## src/rtl/mcs4_pkg.sv

```systemverilog
// mcs4_pkg -- shared definitions for the MCS-4 style fetch sequencer.
//   phase_e      : bus phase encoding (address phases share PH_A and are
//                  told apart by a nibble counter in the sequencer)
//   OPR_*        : opcode values of the two-word instructions
//   is_two_word  : first-word decode for two-word instructions
package mcs4_pkg;

    typedef enum logic [2:0] {
        PH_A  = 3'd0,
        PH_M1 = 3'd1,
        PH_M2 = 3'd2,
        PH_X1 = 3'd3,
        PH_X2 = 3'd4,
        PH_X3 = 3'd5
    } phase_e;

    localparam logic [3:0] OPR_JCN = 4'h1;
    localparam logic [3:0] OPR_FIM = 4'h2;
    localparam logic [3:0] OPR_JUN = 4'h4;
    localparam logic [3:0] OPR_JMS = 4'h5;
    localparam logic [3:0] OPR_ISZ = 4'h7;

    // FIM shares its opcode with SRC; only the even-OPA form takes a data word.
    function automatic logic is_two_word(input logic [3:0] opr, input logic opa0);
        return (opr == OPR_JCN) || (opr == OPR_JUN) || (opr == OPR_JMS) ||
               (opr == OPR_ISZ) || ((opr == OPR_FIM) && !opa0);
    endfunction

endpackage

```

## src/rtl/mcs4_seq_if.sv

```systemverilog
// mcs4_seq_if -- bus / control bundle of the fetch sequencer.
//   master : bus phase clock, data in, jump/call/return requests (driver side)
//   slave  : the sequencer; drives address nibbles, SYNC, CM-ROM and the
//            decoded instruction outputs
interface mcs4_seq_if #(
    parameter int DATA_W   = 4,
    parameter int ADDR_NIB = 3
);
    localparam int PCW = DATA_W * ADDR_NIB;

    logic                  PHI2_i;
    logic [DATA_W-1:0]     D_i;
    logic [DATA_W-1:0]     D_o;
    logic                  D_oe_o;
    logic                  SYNC_o;
    logic                  CM_ROM_o;
    logic                  jmp_i;
    logic                  call_i;
    logic                  ret_i;
    logic [PCW-1:0]        jmp_addr_i;
    logic                  instr_valid_o;
    logic [DATA_W-1:0]     opr_o;
    logic [DATA_W-1:0]     opa_o;
    logic [2*DATA_W-1:0]   word2_o;
    logic                  two_word_o;

    modport master (
        output PHI2_i, D_i, jmp_i, call_i, ret_i, jmp_addr_i,
        input  D_o, D_oe_o, SYNC_o, CM_ROM_o, instr_valid_o, opr_o, opa_o,
               word2_o, two_word_o
    );

    modport slave (
        input  PHI2_i, D_i, jmp_i, call_i, ret_i, jmp_addr_i,
        output D_o, D_oe_o, SYNC_o, CM_ROM_o, instr_valid_o, opr_o, opa_o,
               word2_o, two_word_o
    );
endinterface

```

## src/rtl/mcs4_edge_det.sv

```systemverilog
// mcs4_edge_det -- samples the bus phase clock and flags its rising edge.
//   i_clk   : design clock
//   i_rst_n : synchronous active-low reset
//   i_phi2  : bus phase clock (asynchronous to i_clk, slow)
//   o_rise  : high for one clk after the first sample of 1 following a 0
module mcs4_edge_det (
    input  logic i_clk,
    input  logic i_rst_n,
    input  logic i_phi2,
    output logic o_rise
);
    logic r_phi;
    logic r_phi_d;

    always_ff @(posedge i_clk) begin
        if (!i_rst_n) begin
            r_phi   <= 1'b0;
            r_phi_d <= 1'b0;
        end else begin
            r_phi   <= i_phi2;
            r_phi_d <= r_phi;
        end
    end

    // A held-high phase clock yields exactly one pulse.
    assign o_rise = r_phi & ~r_phi_d;
endmodule

```

## src/rtl/mcs4_seq.sv

```systemverilog
// mcs4_seq -- MCS-4 style instruction fetch sequencer.
//   clk_i     : design clock, all state on its rising edge
//   RESET_N_i : synchronous active-low reset
//   bus       : mcs4_seq_if.slave -- phase clock, data bus, SYNC/CM-ROM,
//               jump/call/return requests, decoded instruction outputs
// One instruction cycle is A1..A<ADDR_NIB>, M1, M2, X1, X2, X3; each step is
// one PHI2 rising edge. The PC is driven out LSB nibble first in the A phases,
// the opcode is read in M1/M2, and PC changes (increment, jump, call, return)
// are applied around the X phases.
module mcs4_seq
    import mcs4_pkg::*;
#(
    parameter int DATA_W      = 4,
    parameter int ADDR_NIB    = 3,
    parameter int STACK_DEPTH = 3
) (
    input  logic      clk_i,
    input  logic      RESET_N_i,
    mcs4_seq_if.slave bus
);
    localparam int PCW = DATA_W * ADDR_NIB;
    localparam int SPW = $clog2(STACK_DEPTH);
    localparam int AW  = (ADDR_NIB > 1) ? $clog2(ADDR_NIB) : 1;

    logic                 w_rise;
    phase_e               r_phase;
    logic [AW-1:0]        r_anib;
    logic [PCW-1:0]       r_pc;
    logic [PCW-1:0]       r_stk [STACK_DEPTH];
    logic [SPW-1:0]       r_sp;
    logic                 r_ld;
    logic [PCW-1:0]       r_ld_addr;
    logic [DATA_W-1:0]    r_opr_cap;
    logic                 r_second;
    logic [DATA_W-1:0]    r_first_opr;
    logic [DATA_W-1:0]    r_first_opa;
    logic [DATA_W-1:0]    r_d_o;
    logic                 r_d_oe;
    logic                 r_sync;
    logic                 r_cm;
    logic                 r_vld;
    logic [DATA_W-1:0]    r_opr;
    logic [DATA_W-1:0]    r_opa;
    logic [2*DATA_W-1:0]  r_word2;
    logic                 r_two;

    mcs4_edge_det u_edge (
        .i_clk   (clk_i),
        .i_rst_n (RESET_N_i),
        .i_phi2  (bus.PHI2_i),
        .o_rise  (w_rise)
    );

    logic [PCW-1:0]      w_pc_a1;
    logic [PCW-1:0]      w_pc_inc;
    logic [SPW-1:0]      w_sp_inc;
    logic [SPW-1:0]      w_sp_dec;
    logic [AW-1:0]       w_nib_nxt;
    logic                w_last_a;
    logic [2*DATA_W-1:0] w_word;
    logic                w_two;

    // A pending load replaces the PC at A1 entry, overriding the X1 increment.
    assign w_pc_a1   = r_ld ? r_ld_addr : r_pc;
    assign w_pc_inc  = r_pc + 1'b1;
    assign w_sp_inc  = (r_sp == SPW'(STACK_DEPTH - 1)) ? '0 : r_sp + 1'b1;
    assign w_sp_dec  = (r_sp == '0) ? SPW'(STACK_DEPTH - 1) : r_sp - 1'b1;
    assign w_nib_nxt = r_anib + 1'b1;
    assign w_last_a  = (r_anib == AW'(ADDR_NIB - 1));
    assign w_word    = {r_opr_cap, bus.D_i};
    assign w_two     = is_two_word(r_opr_cap[3:0], bus.D_i[0]);

    always_ff @(posedge clk_i) begin
        if (!RESET_N_i) begin
            r_phase     <= PH_X3;
            r_anib      <= '0;
            r_pc        <= '0;
            r_sp        <= '0;
            for (int i = 0; i < STACK_DEPTH; i++) r_stk[i] <= '0;
            r_ld        <= 1'b0;
            r_ld_addr   <= '0;
            r_opr_cap   <= '0;
            r_second    <= 1'b0;
            r_first_opr <= '0;
            r_first_opa <= '0;
            r_d_o       <= '0;
            r_d_oe      <= 1'b0;
            r_sync      <= 1'b1;
            r_cm        <= 1'b0;
            r_vld       <= 1'b0;
            r_opr       <= '0;
            r_opa       <= '0;
            r_word2     <= '0;
            r_two       <= 1'b0;
        end else begin
            r_vld <= 1'b0;
            if (w_rise) begin
                unique case (r_phase)
                    PH_X3: begin
                        r_phase <= PH_A;
                        r_anib  <= '0;
                        r_pc    <= w_pc_a1;
                        r_ld    <= 1'b0;
                        r_d_o   <= w_pc_a1[DATA_W-1:0];
                        r_d_oe  <= 1'b1;
                        r_sync  <= 1'b0;
                        r_cm    <= (ADDR_NIB == 1);
                    end
                    PH_A: begin
                        if (w_last_a) begin
                            r_phase <= PH_M1;
                            r_d_o   <= '0;
                            r_d_oe  <= 1'b0;
                            r_cm    <= 1'b0;
                        end else begin
                            r_anib <= w_nib_nxt;
                            r_d_o  <= r_pc[w_nib_nxt*DATA_W +: DATA_W];
                            r_cm   <= (w_nib_nxt == AW'(ADDR_NIB - 1));
                        end
                    end
                    PH_M1: begin
                        r_phase   <= PH_M2;
                        r_opr_cap <= bus.D_i;
                    end
                    PH_M2: begin
                        r_phase <= PH_X1;
                        r_pc    <= w_pc_inc;
                        // A second word never starts a new two-word instruction.
                        if (r_second) begin
                            r_vld    <= 1'b1;
                            r_opr    <= r_first_opr;
                            r_opa    <= r_first_opa;
                            r_word2  <= w_word;
                            r_two    <= 1'b1;
                            r_second <= 1'b0;
                        end else if (w_two) begin
                            r_second    <= 1'b1;
                            r_first_opr <= r_opr_cap;
                            r_first_opa <= bus.D_i;
                        end else begin
                            r_vld   <= 1'b1;
                            r_opr   <= r_opr_cap;
                            r_opa   <= bus.D_i;
                            r_word2 <= '0;
                            r_two   <= 1'b0;
                        end
                    end
                    PH_X1: r_phase <= PH_X2;
                    PH_X2: begin
                        r_phase <= PH_X3;
                        r_sync  <= 1'b1;
                        // Return beats call beats jump; r_pc already holds the
                        // incremented value, i.e. the return address.
                        if (bus.ret_i) begin
                            r_ld      <= 1'b1;
                            r_ld_addr <= r_stk[w_sp_dec];
                            r_sp      <= w_sp_dec;
                        end else if (bus.call_i) begin
                            r_stk[r_sp] <= r_pc;
                            r_sp        <= w_sp_inc;
                            r_ld        <= 1'b1;
                            r_ld_addr   <= bus.jmp_addr_i;
                        end else if (bus.jmp_i) begin
                            r_ld      <= 1'b1;
                            r_ld_addr <= bus.jmp_addr_i;
                        end
                    end
                    default: r_phase <= PH_X3;
                endcase
            end
        end
    end

    assign bus.D_o           = r_d_o;
    assign bus.D_oe_o        = r_d_oe;
    assign bus.SYNC_o        = r_sync;
    assign bus.CM_ROM_o      = r_cm;
    assign bus.instr_valid_o = r_vld;
    assign bus.opr_o         = r_opr;
    assign bus.opa_o         = r_opa;
    assign bus.word2_o       = r_word2;
    assign bus.two_word_o    = r_two;
endmodule

```

## src/flat_wrapper.sv

```systemverilog
// flat-port wrapper written by rule: the top's interface ports become plain ports
module mcs4_seq_flat import mcs4_pkg::*;
#(
    parameter int DATA_W      = 4,
    parameter int ADDR_NIB    = 3,
    parameter int STACK_DEPTH = 3
)
  (clk_i, RESET_N_i, bus_PHI2_i, bus_D_i, bus_jmp_i, bus_call_i, bus_ret_i, bus_jmp_addr_i, bus_D_o, bus_D_oe_o, bus_SYNC_o, bus_CM_ROM_o, bus_instr_valid_o, bus_opr_o, bus_opa_o, bus_word2_o, bus_two_word_o);
  mcs4_seq_if #(.DATA_W(DATA_W), .ADDR_NIB(ADDR_NIB)) bus_i ();
  input  logic clk_i;
  input  logic RESET_N_i;
  input wire logic [$bits(bus_i.PHI2_i)-1:0] bus_PHI2_i;
  input wire logic [$bits(bus_i.D_i)-1:0] bus_D_i;
  input wire logic [$bits(bus_i.jmp_i)-1:0] bus_jmp_i;
  input wire logic [$bits(bus_i.call_i)-1:0] bus_call_i;
  input wire logic [$bits(bus_i.ret_i)-1:0] bus_ret_i;
  input wire logic [$bits(bus_i.jmp_addr_i)-1:0] bus_jmp_addr_i;
  output wire logic [$bits(bus_i.D_o)-1:0] bus_D_o;
  output wire logic [$bits(bus_i.D_oe_o)-1:0] bus_D_oe_o;
  output wire logic [$bits(bus_i.SYNC_o)-1:0] bus_SYNC_o;
  output wire logic [$bits(bus_i.CM_ROM_o)-1:0] bus_CM_ROM_o;
  output wire logic [$bits(bus_i.instr_valid_o)-1:0] bus_instr_valid_o;
  output wire logic [$bits(bus_i.opr_o)-1:0] bus_opr_o;
  output wire logic [$bits(bus_i.opa_o)-1:0] bus_opa_o;
  output wire logic [$bits(bus_i.word2_o)-1:0] bus_word2_o;
  output wire logic [$bits(bus_i.two_word_o)-1:0] bus_two_word_o;
  assign bus_i.PHI2_i = bus_PHI2_i;
  assign bus_i.D_i = bus_D_i;
  assign bus_i.jmp_i = bus_jmp_i;
  assign bus_i.call_i = bus_call_i;
  assign bus_i.ret_i = bus_ret_i;
  assign bus_i.jmp_addr_i = bus_jmp_addr_i;
  assign bus_D_o = bus_i.D_o;
  assign bus_D_oe_o = bus_i.D_oe_o;
  assign bus_SYNC_o = bus_i.SYNC_o;
  assign bus_CM_ROM_o = bus_i.CM_ROM_o;
  assign bus_instr_valid_o = bus_i.instr_valid_o;
  assign bus_opr_o = bus_i.opr_o;
  assign bus_opa_o = bus_i.opa_o;
  assign bus_word2_o = bus_i.word2_o;
  assign bus_two_word_o = bus_i.two_word_o;
  mcs4_seq #(.DATA_W(DATA_W), .ADDR_NIB(ADDR_NIB), .STACK_DEPTH(STACK_DEPTH)) u_core (.clk_i(clk_i), .RESET_N_i(RESET_N_i), .bus(bus_i));
endmodule
```

## config.mk

```make
export PLATFORM = sky130hd
export DESIGN_NAME = mcs4_seq_flat
export DESIGN_NICKNAME = d
export VERILOG_FILES = /design/src/rtl/mcs4_pkg.sv /design/src/rtl/mcs4_seq_if.sv /design/src/rtl/mcs4_edge_det.sv /design/src/rtl/mcs4_seq.sv /design/src/flat_wrapper.sv
export SDC_FILE = /design/constraint.sdc
export NUM_CORES = 1
export LEC_CHECK = 0
export CORE_MARGIN = 2
export CORE_UTILIZATION = 45
export DETAILED_ROUTE_END_ITERATION = 6
export SYNTH_ARGS = -nofsm -noshare
export SYNTH_HDL_FRONTEND = slang
export SYNTH_SLANG_ARGS = --single-unit
```

## constraint.sdc

```tcl
create_clock -name clk_i -period 2.54 [get_ports clk_i]
set_input_delay 0.635 -clock clk_i [delete_from_list [all_inputs] [get_ports clk_i]]
set_output_delay 0.635 -clock clk_i [all_outputs]
set_load 0.05 [all_outputs]
```

**Yosys cells after proc, flatten, opt, wreduce, memory -nomap -nowiden**

Memory sizes are Yosys's and may differ from the RTL's.
Index checks and enable logic that the tools add are counted.

- Bits in latches: 0
- Bits in read-only memories: 0
- Logic and storage cells: 124
- Bits of input ports: 22
- Memory bits (writable): 36
- Bits in registers: 72
- Memories kept: 1

- Multiply operators: 0
- Reduce and logical (&&, ||, !) cells: 29
- Equality and inequality tests: 18
- $add $sub $neg: 4
- Div/mod/pow operators: 0
- Muxes and demuxes: 46
- Shift-type cells: 1
- Bitwise gates (word level): 3
- Order comparisons: 0

Memories:

| memory | words | width | read ports | clocked after memory_dff | wr ports | line | text |
|---|---|---|---|---|---|---|---|
| u_core.r_stk | 3 | 12 | 1 | 0 | 3 | mcs4_seq.sv:29 | `logic [PCW-1:0] r_stk [STACK_DEPTH];` |

Operator list:

| cell | count |
|---|---|
| 2-to-1 mux 12 bit | 5 |
| one-hot mux 12 bit (2 select lines) | 1 |
| AND reduction 3 bit | 8 |
| 2-to-1 mux 4 bit | 5 |
| 2-to-1 mux 1 bit | 19 |
| 2-to-1 mux 8 bit | 2 |
| one-hot mux 3 bit (5 select lines) | 1 |
| adder 12 x 1 -> 12 bit, second input constant | 1 |
| equality test 4 x 3 -> 1 bit, second input constant | 3 |
| 2-to-1 mux 2 bit | 6 |
| AND reduction 2 bit | 6 |
| OR reduction 12 bit | 1 |
| variable part select 12 x 5 -> 4 bit | 1 |
| one-hot mux 1 bit (2 select lines) | 4 |
| one-hot mux 4 bit (2 select lines) | 1 |
| nonzero test 2 bit | 4 |
| equality test 2 bit, second input constant | 3 |
| equality test 3 x 2 -> 1 bit, second input constant | 2 |
| equality test 3 bit, second input constant | 2 |
| != test 2 x 1 -> 1 bit, second input constant | 3 |
| adder 2 x 1 -> 2 bit, second input constant | 2 |
| equality test 4 x 1 -> 1 bit, second input constant | 1 |
| equality test 4 x 2 -> 1 bit, second input constant | 1 |
| logical OR 1 bit | 4 |
| other kinds (14) | 15 |

**Logic depth before layout (Yosys ltp)**

Gate-level depths: netlist (run 1).

- Depth in word-level cells: 8
- Gate-level depth with buffers: 7
- Gate-level depth less buffers: 6

**Hierarchy**

Synthesis (run 1) repeated with hierarchy kept, for this count alone.

- Cells, all modules: 517
- Area, all modules: 5549.1 sq um

Modules (own cells, without submodules):

| module | area an instance (sq um) | times used | cells each |
|---|---|---|---|
| mcs4_seq | 5482.8 | 1 | 512 |
| mcs4_edge_det | 66.3 | 1 | 5 |

**Worst setup path before layout (run 1)**

OpenSTA, ideal clock, no wires.

- Path kind: input-to-reg
- Start: input port bus_ret_i
- End: memory u_core.r_stk[0][0] (netlist name), enable pin
- Arrival: 1.856 ns
- Cell stages on the path: 6
- Required time: 2.194 ns
- Library setup time: 0.346 ns
- Setup slack: 0.338 ns
- Cells stage by stage: clkbuf_1 -> nor2_1 -> and2_1 -> clkbuf_1 -> clkbuf_1 -> a21o_1

RTL lines:

| item | line | text |
|---|---|---|
| from (decl) | flat_wrapper.sv:16 | `input wire logic [$bits(bus_i.ret_i)-1:0] bus_ret_i;` |
| to (decl) | mcs4_seq.sv:29 |  |

**Worst setup path after layout (run 1)**

- Start: register u_core.r_opa[3], in the netlist u_core.bus.opa_o[3]
- End: output port bus_opa_o[3]

RTL lines:

| item | line | text |
|---|---|---|
| from (decl) | mcs4_seq.sv:43 | `logic [DATA_W-1:0] r_opa;` |
| from (signal assigned) | mcs4_seq.sv:132 | `r_opa <= r_first_opa;` |
| from (signal assigned) | mcs4_seq.sv:143 | `r_opa <= bus.D_i;` |
| to (decl) | flat_wrapper.sv:24 | `output wire logic [$bits(bus_i.opa_o)-1:0] bus_opa_o;` |

No word-level cell between the ends.

==> results of run 1 <==
placed cells by master, fill, tap and decap left out, drive strengths merged, types with 15 or more instances in the layout:
| cell type | synthesis | routed |
|---|---|---|
| mux2i | 42 | 42 |
| o21ai | 35 | 35 |
| clkdlybuf4s50 | 0 | 46 |
| clkbuf | 32 | 22 |
| and3 | 30 | 30 |
| dfxtp | 72 | 72 |
| edfxtp | 48 | 48 |
| nand2 | 34 | 34 |
| a21oi | 38 | 38 |
| nor2 | 27 | 27 |
| and2 | 15 | 15 |
| buf | 9 | 27 |
path summary, 6_finish.rpt:
path                                       startpoint  slack (ns)  cells after the start               endpoint
worst max register to register                   flop        0.34                      5    u_core.bus.opr_o[2]
worst max-delay path              u_core.bus.opa_o[3]        0.31                      1           bus_opa_o[3]
worst min-delay path            u_core.r_first_opr[3]        0.45                      2  u_core.r_first_opr[3]
worst min register to register  u_core.r_first_opr[3]        0.45                      2  u_core.r_first_opr[3]
flip-flops by register name, summed over array words and instances, names as in the netlist, 2 cells and up, named ones only:
name and cells:
u_core.r_phase 2, u_core.r_first_opr 4, u_core.r_ld_addr 12, u_core.r_sp 2, u_core.r_pc 12, u_core.r_anib 2
u_core.bus.opa_o 4, u_core.bus.D_o 4, u_core.bus.word2_o 8, u_core.r_first_opa 4, u_core.r_opr_cap 4, u_core.r_stk 48
u_core.bus.opr_o 4
logic make-up after synthesis:
kind of cell / synth area share (%)
xor+xnor: 0.160
flops: 52.7
simple gates: 14.7
fa+ha+maj: 1.60
buf+inv: 3.72
mux: 12.6
compound gates: 14.5
per-stage QoR:
stage	setup WS, ns	instances
2_1_floorplan	0.338	504
3_3_place_gp	-0.0400	683
3_5_place_dp	-0.102	683
4_1_cts	0.291	715
5_1_grt	0.171	715
6_report	0.313	715
power groups by stage:
| stage | Clock (uW) | Combinational (uW) | Sequential (uW) |
|---|---|---|---|
| 6_report | 2270 | 287 | 2070 |
| 2_1_floorplan | 0 | 153 | 2120 |
| 5_1_grt | 2400 | 312 | 2070 |
| 3_5_place_dp | 0 | 288 | 2100 |
| 4_1_cts | 2310 | 290 | 2070 |
| 3_3_place_gp | 0 | 284 | 2100 |
routing by layer:
layer	track usage [%]	part of all wire, %
met2	31.6	45
met4	9.27	2.0
met1	28.9	48
met5	0	0
met3	5.24	5.3
cell usage after synthesis (2+ instances only):
master                      instances  share of area [%]
sky130_fd_sc_hd__nand2_1           34                2.3
sky130_fd_sc_hd__buf_1              4               0.27
sky130_fd_sc_hd__buf_2              4               0.37
sky130_fd_sc_hd__nand4b_1           2               0.32
sky130_fd_sc_hd__a21oi_1           37                3.4
sky130_fd_sc_hd__a211oi_1           6               0.82
sky130_fd_sc_hd__edfxtp_1          48                 26
sky130_fd_sc_hd__nand3b_1           4               0.55
sky130_fd_sc_hd__a22o_1             8                1.3
sky130_fd_sc_hd__o21a_1             4               0.55
sky130_fd_sc_hd__nand4_1            3               0.34
sky130_fd_sc_hd__a21o_1             5               0.69
sky130_fd_sc_hd__and2_1            15                1.7
sky130_fd_sc_hd__nor3b_1            2               0.27
sky130_fd_sc_hd__mux4_2            12                4.9
sky130_fd_sc_hd__and3b_1            2               0.32
sky130_fd_sc_hd__dfxtp_1           72                 26
sky130_fd_sc_hd__nand3_1            6               0.55
sky130_fd_sc_hd__and3_1            30                3.4
sky130_fd_sc_hd__a221oi_1           3               0.48
sky130_fd_sc_hd__nand2b_1           3               0.34
sky130_fd_sc_hd__nor2_1            27                1.9
sky130_fd_sc_hd__mux2i_1           42                7.7
sky130_fd_sc_hd__o311a_1            3               0.55
sky130_fd_sc_hd__ha_1               7                1.6
sky130_fd_sc_hd__o2bb2ai_1          8                1.3
sky130_fd_sc_hd__inv_1             10               0.69
sky130_fd_sc_hd__clkbuf_1          32                2.2
sky130_fd_sc_hd__o21ai_0           35                3.2
sky130_fd_sc_hd__nor3_1            11                1.0
layout make-up:
| class | instances | area [um^2] |
|---|---|---|
| clock buffers | 22 | 454 |
| well taps | 147 | 184 |
| inverters | 10 | 37.5 |
| repair buffers | 73 | 701 |
| multi-input cells | 333 | 2390 |
| clock inverters | 10 | 103 |
| flip-flops and latches | 120 | 2880 |
| fillers | 1028 | 5210 |
==> Implementation_results.wiki, run 1 <==
{| class="wikitable"
! Metric !! Value
|-
| Run status || finished clean
|-
| Dominant delay contributor by cell family on the critical path || buffers and inverters
|-
| Combinational group share of total power || 6.2%
|-
| Area growth, synth to finish || 23.4%
|-
| Post-synthesis sequential area ratio || 52.7%
|-
| Post-cts hold buffer count || 0
|-
| Post-CTS Setup Repair Bufs || 0
|-
| Overflow after GRT || 0
|-
| Share of power burned in registers || 44.7%
|-
| Pwr dens || 684 nW/um^2
|-
| Clock buffer count from CTS || 17
|-
| Capturing element type of the critical path || output port
|-
| Min Tclk post-route || 2.23 ns
|-
| Period utilisation layout || 87.7%
|-
| Vias/cell || 5.68
|-
| Total Die Area || 13100 um^2
|-
| Part of the power in the clock network || 49.1%
|-
| First-pass GRT wire length || 20900 um
|-
| Startpoint types || flop
|-
| Root buffer cell || sky130_fd_sc_hd__clkbuf_16
|-
| Number of different library cells in the post-synthesis netlist || 55
|-
| Detail Route Antenna Nets || 0
|-
| Finish-stage setup viols || 0
|-
| Total Neg Setup Slack || 0 ns
|-
| Max-capacitance violation count || 0
|-
| Final Wtd Congestion || 0.857
|-
| Final Hold Violating Endpoints || 0
|-
| Via count || 4060
|-
| Peak clock frequency supported by timing || 0.449 GHz
|-
| CTS tree || built
|-
| Largest fanout on the critical path || 2
|-
| Delay of the slowest cell on the worst path || 0.82 ns
|-
| Number of DRC violations after detailed routing || 0
|-
| Syn Nets || 533
|-
| Data arrival time of the critical path || 1.59 ns
|-
| Sum of buffers and inverters on the critical path || 1
|-
| Fraction of the core area covered by cells at the end of the flow || 56.5%
|-
| Detailed-placement wirelength estimate || 8650 um
|-
| Initial Utilization || 45.8%
|-
| Design internal power || 3620 uW
|-
| First-pass detailed-route iteration total || 4
|-
| Worst IR drop on VDD || 0.422 mV
|-
| Initial detailed-routing violation count || 226
|-
| Post-synth ARST share || 0%
|-
| Layout Nets || 584
|-
| Worst hold slack || 0.454 ns
|-
| Number of global-route vias before repair || 3956
|-
| RSZ-0062 raised after global routing || false
|-
| Detailed Route WL || 12800 um
|-
| Cell area after placement || 6200 um^2
|-
| Flip-flop and latch count after synthesis || 120
|-
| Setup Skew || 0.00514 ns
|-
| Core area || 12000 um^2
|-
| Critical Path, Cell by Cell || clkdlybuf4s50_1
|-
| Standard-cell row count || 40
|-
| Height of the chip || 114 um
|-
| Maximum buffer depth of the clock tree || 2
|-
| Total power || 4620 uW
|-
| Startpoint-to-endpoint class of the critical path || reg2out
|-
| Cell Area, Synth || 5480 um^2
|-
| Switching power || 1000 uW
|-
| Synthesized area per cell || 10.9 um^2
|-
| Number of clock sinks || 120
|-
| Fin area || 6760 um^2
|-
| Antenna violations before repair || 0
|-
| Number of pins exceeding their max-slew limit in the final report || 0
|-
| Ratio of cells with drive above 1 in the final layout || 13.0%
|-
| Number of enable flip-flop cells after synthesis || 48
|-
| Count of synthesis-stage warnings from yosys || 0
|-
| Slowest cell on crit path || sky130_fd_sc_hd__clkdlybuf4s50_1
|-
| Diode count || 0
|-
| CP required || 1.90 ns
|-
| Total track usage || 21.0%
|-
| Switching Fraction || 21.7%
|-
| I/O pin cnt || 47
|-
| Maximum level of the CTS H-tree || 4
|-
| Number of input and output port buffers inserted || 46
|-
| Transition at the pin with the smallest max-transition slack || 0.763 ns
|-
| Leakage power || 0.00257 uW
|-
| Clk_lat worst skew || 0.42 ns
|-
| Class of the tightest hold or removal check || reg2reg
|-
| Prevailing post-synth register cell || sky130_fd_sc_hd__dfxtp_1
|-
| Post_cts resized || 0
|-
| Count of mapped cells out of synthesis || 504
|-
| Largest net degree at the start of global routing || 49
|-
| Worst slew margin relative to its limit || 49.0%
|-
| Die Span X || 114 um
|-
| Mean routed wirelength per cell || 17.9 um
|-
| Clk slew on worst S/H paths || 0.05 ns
|}
No activity file was read; power rests on OpenSTA's default activity.
==> run 2, diff against run 1 <==
--- a/config.mk
+++ b/config.mk
@@ -12,2 +12,3 @@
 export SYNTH_HDL_FRONTEND = slang
+export SYNTH_HIERARCHICAL = 1
 export SYNTH_SLANG_ARGS = --single-unit
--- a/constraint.sdc
+++ b/constraint.sdc
@@ -3,2 +3,2 @@
 set_output_delay 0.635 -clock clk_i [all_outputs]
-set_load 0.05 [all_outputs]
+set_load 0.01 [all_outputs]
==> run 2 against run 1 <==
First-iteration DRC count increased by 21%. Area after synthesis is 1.3% higher. Clock skew up 0.0011 ns. Critical path type is now in2reg. Clock power increased by 4%. Sequential cell count unchanged. Sequential share of layout area decreased by 0.46 points. Largest cell class unchanged. Global-route usage rose by 1.0 points. Critical endpoint is now u_core/r_stk[3][4]. Largest power group unchanged. Via count is 1.9% higher.
==> Implementation_results.wiki, run 2 <==
{| class="wikitable"
! Metric !! Value
|-
| Post-CTS Setup Repair Bufs || 0
|-
| Total track usage || 22.0%
|-
| Biggest register || u_core/r_stk
|-
| Total Die Area || 13200 um^2
|-
| Prevailing post-synth register cell || sky130_fd_sc_hd__dfxtp_1
|-
| Post-cts hold buffer count || 0
|-
| Number of pins exceeding their max-slew limit in the final report || 0
|-
| RSZ-0062 raised after global routing || false
|-
| Fraction of post-synthesis cell area in the top cell type by area || 26.0%
|-
| Critical Path, Cell by Cell || clkdlybuf4s50_1, nand2_1, or3_1, buf_4, nor3b_2, buf_4
|-
| Mean routed wirelength per cell || 18.8 um
|-
| Min Tclk post-route || 2.13 ns
|-
| Period utilisation layout || 83.8%
|-
| Clk_lat worst skew || 0.42 ns
|-
| Largest register FFs || 48
|-
| Maximum level of the CTS H-tree || 4
|-
| Area growth, synth to finish || 23.1%
|-
| Clk slew on worst S/H paths || 0.05 ns
|-
| Final Wtd Congestion || 0.807
|-
| Via count || 4139
|-
| Count of mapped cells out of synthesis || 517
|-
| Setup Skew || 0.00622 ns
|-
| Largest fanout on the critical path || 12
|-
| Post_cts resized || 0
|-
| Number of clock sinks || 120
|-
| CTS tree || built
|-
| Initial Utilization || 46.2%
|-
| I/O pin cnt || 47
|-
| Cell area after placement || 6250 um^2
|-
| Commonest cells after routing, fill and taps aside || 72 x sky130_fd_sc_hd__dfxtp_1, 50 x sky130_fd_sc_hd__nand2_1, 48 x sky130_fd_sc_hd__edfxtp_1
|-
| Number of enable flip-flop cells after synthesis || 48
|-
| Yosys top cell by area || sky130_fd_sc_hd__dfxtp_1
|-
| Die Span X || 115 um
|-
| Data arrival time of the critical path || 2.24 ns
|-
| Flip-flop and latch count after synthesis || 120
|-
| Layout Nets || 596
|-
| Ratio of cells with drive above 1 in the final layout || 14.3%
|-
| First-pass detailed-route iteration total || 5
|-
| Most numerous cell types in the synthesized netlist || 72 x sky130_fd_sc_hd__dfxtp_1, 50 x sky130_fd_sc_hd__nand2_1, 48 x sky130_fd_sc_hd__edfxtp_1
|-
| First-pass GRT wire length || 21800 um
|-
| Startpoint of the most critical setup path || bus_call_i
|-
| End point of the critical path || u_core/r_stk[3][4]
|-
| Fraction of the core area covered by cells at the end of the flow || 56.9%
|-
| Class of the tightest hold or removal check || reg2reg
|-
| Final Hold Violating Endpoints || 0
|-
| Endpoint of the lowest-slack register-to-register path || u_core/r_stk[3][4]
|-
| Cell Area, Synth || 5550 um^2
|-
| Finish-stage setup viols || 0
|-
| Detail Route Antenna Nets || 0
|-
| Launch point of the worst reg-to-reg path || u_core/r_phase[1]
|-
| Fin area || 6830 um^2
|-
| Most common cell after layout, fill and taps aside || sky130_fd_sc_hd__dfxtp_1
|-
| Worst slew margin relative to its limit || 51.0%
|-
| Detailed-placement wirelength estimate || 8980 um
|-
| Height of the chip || 115 um
|-
| Peak clock frequency supported by timing || 0.470 GHz
|-
| Max-capacitance violation count || 0
|-
| Run status || finished clean
|-
| Leakage power || 0.00239 uW
|-
| Largest regs || u_core/r_stk: 48 flops, u_core/r_ld_addr: 12 flops, u_core/r_pc: 12 flops
|-
| Post-synth ARST share || 0%
|-
| Syn Nets || 546
|-
| Vias/cell || 5.69
|-
| Top cells by area in the synthesized netlist || sky130_fd_sc_hd__dfxtp_1 26%, sky130_fd_sc_hd__edfxtp_1 26%, sky130_fd_sc_hd__mux2i_1 6.7%, sky130_fd_sc_hd__mux4_2 4.9%, sky130_fd_sc_hd__and2_1 3.9%
|-
| Delay of the slowest cell on the worst path || 0.47 ns
|-
| Overflow after GRT || 0
|-
| Diode count || 0
|-
| Startpoint-to-endpoint class of the critical path || in2reg
|-
| Transition at the pin with the smallest max-transition slack || 0.735 ns
|-
| Detailed Route WL || 13700 um
|-
| Number of different library cells in the post-synthesis netlist || 58
|-
| Root buffer cell || sky130_fd_sc_hd__clkbuf_16
|-
| Synthesized area per cell || 10.7 um^2
|-
| Startpoint types || primary input
|-
| Standard-cell row count || 40
|-
| Slowest cell on crit path || sky130_fd_sc_hd__clkdlybuf4s50_1
|-
| Count of synthesis-stage warnings from yosys || 6
|-
| Antenna violations before repair || 0
|-
| Cell with the most instances on the worst path || sky130_fd_sc_hd__buf_4
|-
| Number of DRC violations after detailed routing || 0
|-
| Capturing element type of the critical path || flop
|-
| Maximum buffer depth of the clock tree || 2
|-
| CP required || 2.65 ns
|-
| Clock buffer count from CTS || 17
|-
| Setup slack on the worst flop-to-flop path || 0.44 ns
|-
| Initial detailed-routing violation count || 273
|-
| Leading cell type by number of instances after synthesis || sky130_fd_sc_hd__dfxtp_1
|-
| Total Neg Setup Slack || 0 ns
|-
| Pwr dens || 687 nW/um^2
|-
| Worst IR drop on VDD || 0.441 mV
|-
| Largest net degree at the start of global routing || 74
|-
| Number of input and output port buffers inserted || 46
|-
| Number of global-route vias before repair || 4154
|-
| Core area || 12000 um^2
|-
| Reg2reg path depth || 5
|-
| Post-synthesis sequential area ratio || 52.0%
|}
[run 2: cell count changes in the layout (fill, tap and decap cells not counted), moves of 8 or more]
| cell | change |
|---|---|
| sky130_fd_sc_hd__o2bb2ai_1 | -8 |
| sky130_fd_sc_hd__nor3_1 | +8 |
| sky130_fd_sc_hd__a22o_1 | -8 |
| sky130_fd_sc_hd__and3_1 | -25 |
| sky130_fd_sc_hd__nor2_1 | -9 |
| sky130_fd_sc_hd__o22ai_1 | +8 |
| sky130_fd_sc_hd__and2_1 | +20 |
| sky130_fd_sc_hd__a21oi_1 | -8 |
| sky130_fd_sc_hd__nand2_1 | +16 |
[run 2: area by class of cell]
| class | count | area [um^2] |
|---|---|---|
| Sequential cell | 120 | 2880 |
| Tap cell | 147 | 184 |
| Clock inverter | 4 | 70.1 |
| Fill cell | 1053 | 5180 |
| Inverter | 11 | 41.3 |
| Timing Repair Buffer | 71 | 681 |
| Multi-Input combinational cell | 346 | 2460 |
| Clock buffer | 28 | 507 |
[run 2: how the worst min path moves through the flow]
stage | startpoint | endpoint | slack [ns] | cells after the start
after detailed placement | u_core/r_first_opr[3] | u_core/r_first_opr[3] | 0.43 | 2
after global routing | u_core/r_first_opr[3] | u_core/r_first_opr[3] | 0.46 | 2
after floorplan | u_core/r_pc[4] | u_core/r_stk[3][4] | 0.41 | 0
after global placement | u_core/r_first_opr[3] | u_core/r_first_opr[3] | 0.42 | 2
final | u_core/r_first_opr[3] | u_core/r_first_opr[3] | 0.44 | 2
after CTS | u_core/r_first_opr[3] | u_core/r_first_opr[3] | 0.44 | 2
[run 2: where the power goes]
part	total (uW)	internal [uW]	switching, uW	leakage [uW]
registers	2070	2040	34.3	0.00106
clock network	2360	1550	816	0.000283
logic	257	123	134	0.00105
[run 2: logic make-up after synthesis]
logic type	share of synthesized area [%]
AO/OA/AOI/OAI	13.7
adder cells (fa/ha/maj)	1.58
buffers and inverters	3.95
AND/OR/NAND/NOR	16.4
XOR/XNOR	0.316
flip-flops	52.0
multiplexers	12.2
[run 2: layer usage]
metal,routed length (um),track usage (%)
met3,546,5.22
met1,6420,28.8
met5,0,0
met4,208,8.27
met2,6520,35.8
[run 2: stage by stage]
step | cells | setup WS (ns) | power (uW) | hold slack (ns)
4_1_cts | 727 | 0.427 | 4730 | 0.438
3_5_place_dp | 695 | -0.00191 | 2370 | 0.427
2_1_floorplan | 517 | -0.118 | 2250 | 0.406
3_3_place_gp | 695 | 0.00871 | 2370 | 0.419
6_report | 727 | 0.410 | 4690 | 0.438
5_1_grt | 727 | 0.293 | 4830 | 0.462
[run 2: critical path: cells and delay by family]
kind                   cells  cell delay [ns]
buffers and inverters      3             0.92
and+or+nand+nor            3             0.68
==> run 3, diff against run 2 <==
- PLACE_DENSITY: not set -> 0.67
- clock period: 2.54 -> 1.9 ns (I/O delays scaled with it)
==> run 3 against run 2 <==
Register-to-register slack worse by 0.36 ns. Non-clock buffer count is 37 higher. Sequential share of layout area fell by 2.3 points. Combinational power rose by 57%. Hold slack worse by 0.0036 ns. Utilization is 3.3 points higher. Cell count is 5.2% higher. Setup slack worse by 0.33 ns. Power rose by 32%. Clock skew up 0.0017 ns. Critical path type is now reg2reg. Highest routed layer unchanged.
==> Implementation_results.wiki, run 3 (synthesis gave the netlist of run 2 again) <==
{| class="wikitable"
! Metric !! Value
|-
| Largest net degree at the start of global routing || 49
|-
| Startpoint types || flop
|-
| Setup Skew || 0.00791 ns
|-
| Initial detailed-routing violation count || 337
|-
| Number of global-route vias before repair || 4263
|-
| Capturing element type of the critical path || flop
|-
| Die Span X || 115 um
|-
| Peak clock frequency supported by timing || 0.551 GHz
|-
| Most common cell after layout, fill and taps aside || sky130_fd_sc_hd__dfxtp_1
|-
| Maximum buffer depth of the clock tree || 2
|-
| Final Wtd Congestion || 0.833
|-
| Detailed-placement wirelength estimate || 9520 um
|-
| Pwr dens || 855 nW/um^2
|-
| Clk slew on worst S/H paths || 0.06 ns
|-
| Sequential Area || 2880 um^2
|-
| First-pass detailed-route iteration total || 5
|-
| Worst slew margin relative to its limit || 63.4%
|-
| Mean routed wirelength per cell || 17.9 um
|-
| Class of the tightest hold or removal check || reg2reg
|-
| Via count || 4338
|-
| Initial Utilization || 46.2%
|-
| Standard-cell row count || 40
|-
| Detail Route Antenna Nets || 0
|-
| Transition at the pin with the smallest max-transition slack || 0.549 ns
|-
| Number of clock sinks || 120
|-
| Largest fanout on the critical path || 12
|-
| Number of input and output port buffers inserted || 46
|-
| Largest register FFs || 48
|-
| Clk_lat worst skew || 0.42 ns
|-
| Fraction of the core area covered by cells at the end of the flow || 60.2%
|-
| Height of the chip || 115 um
|-
| Overflow after GRT || 0
|-
| Total track usage || 21.8%
|-
| Total instance count after detailed placement || 731
|-
| I/O pin cnt || 47
|-
| Ratio of cells with drive above 1 in the final layout || 21.7%
|-
| Root buffer cell || sky130_fd_sc_hd__clkbuf_16
|-
| Number of pins exceeding their max-slew limit in the final report || 0
|-
| Data arrival time of the critical path || 2.10 ns
|-
| Vias/cell || 5.67
|-
| RSZ-0062 raised after global routing || false
|-
| Footprint of the multi-input gates || 2520 um^2
|-
| Antenna violations before repair || 0
|-
| Total power || 6180 uW
|-
| Layout Nets || 634
|-
| Core area || 12000 um^2
|-
| Leakage power || 0.00261 uW
|-
| Final Hold Violating Endpoints || 0
|-
| Maximum level of the CTS H-tree || 4
|-
| Final std cells w/o fill || 765
|-
| Commonest cells after routing, fill and taps aside || 72 x sky130_fd_sc_hd__dfxtp_1, 54 x sky130_fd_sc_hd__buf_4, 50 x sky130_fd_sc_hd__nand2_1
|-
| Diode count || 0
|-
| First-pass GRT wire length || 22000 um
|-
| Startpoint-to-endpoint class of the critical path || reg2reg
|-
| Detailed Route WL || 13700 um
|-
| Worst IR drop on VDD || 0.637 mV
|-
| Largest regs || u_core/r_stk: 48 flops, u_core/r_ld_addr: 12 flops, u_core/r_pc: 12 flops
|-
| Number of DRC violations after detailed routing || 0
|-
| Number of fillers in the final layout || 960
|-
| CTS tree || built
|-
| Biggest register || u_core/r_stk
|-
| Period utilisation layout || 95.5%
|-
| Clock buffer count from CTS || 17
|-
| Max-capacitance violation count || 0
|-
| CP required || 2.19 ns
|-
| Min Tclk post-route || 1.82 ns
|-
| Finish-stage setup viols || 0
|-
| Total Die Area || 13200 um^2
|-
| Run status || finished clean
|-
| Area growth, synth to finish || 30.3%
|}
run 3: what timing repair did:
action,CTS,global route
hold endpoints to repair,0,0
gates cloned,1,0
pin swaps,1,0
gates resized for setup,3,4
hold buffers,0,0
buffers inserted,0,1
setup endpoints to repair,49,27
run 3: worst paths after layout:
path	from	end	slack, ns	cells after the start
max	u_core/r_sp[1]	u_core/r_ld_addr[8]	0.08	5
min	u_core/r_first_opr[3]	u_core/r_first_opr[3]	0.43	2
max reg2reg	u_core/r_sp[1]	u_core/r_ld_addr[8]	0.08	5
min reg2reg	u_core/r_first_opr[3]	u_core/r_first_opr[3]	0.43	2
run 3: layout make-up:
class                      count  share of cell area, %
sequential                   120                   39.9
clock buffer                  20                   6.61
tap                          147                   2.54
multi-input combinational    347                   34.9
timing repair buffer         108                   14.2
clock inverter                12                   1.30
inverter                      11                  0.571
run 3: critical path, stage by stage (launching register included):
cell and delay (ns):
sky130_fd_sc_hd__dfxtp_1 0.38, sky130_fd_sc_hd__ha_2 0.26, sky130_fd_sc_hd__buf_12 0.17, sky130_fd_sc_hd__mux4_2 0.51, sky130_fd_sc_hd__mux2i_2 0.24, sky130_fd_sc_hd__a21oi_1 0.12
run 3: where the power goes:
part | switching, uW | internal (uW) | total [uW]
combinational | 206 | 197 | 403
clock | 1200 | 1820 | 3020
sequential | 34.6 | 2730 | 2760
run 3: layer usage:
layer	track usage [%]	up-vias	wire [um]
met5	0	-	0
met1	28.9	2128	6260
li1	-	2082	-
met2	35.1	108	6620
met4	7.95	0	258
met3	5.27	20	564
run 3: through the flow:
step	hold slack, ns	setup TNS [ns]	setup slack (ns)	instance area [um^2]
final	0.435	0	0.0848	7230
after global routing	0.465	0	0.00647	7230
after CTS	0.434	0	0.0277	7200
after detailed placement	0.426	-38.95	-0.449	6610
after global placement	0.415	-34.90	-0.420	6610
after floorplan	0.406	-0.147	-0.0123	5590
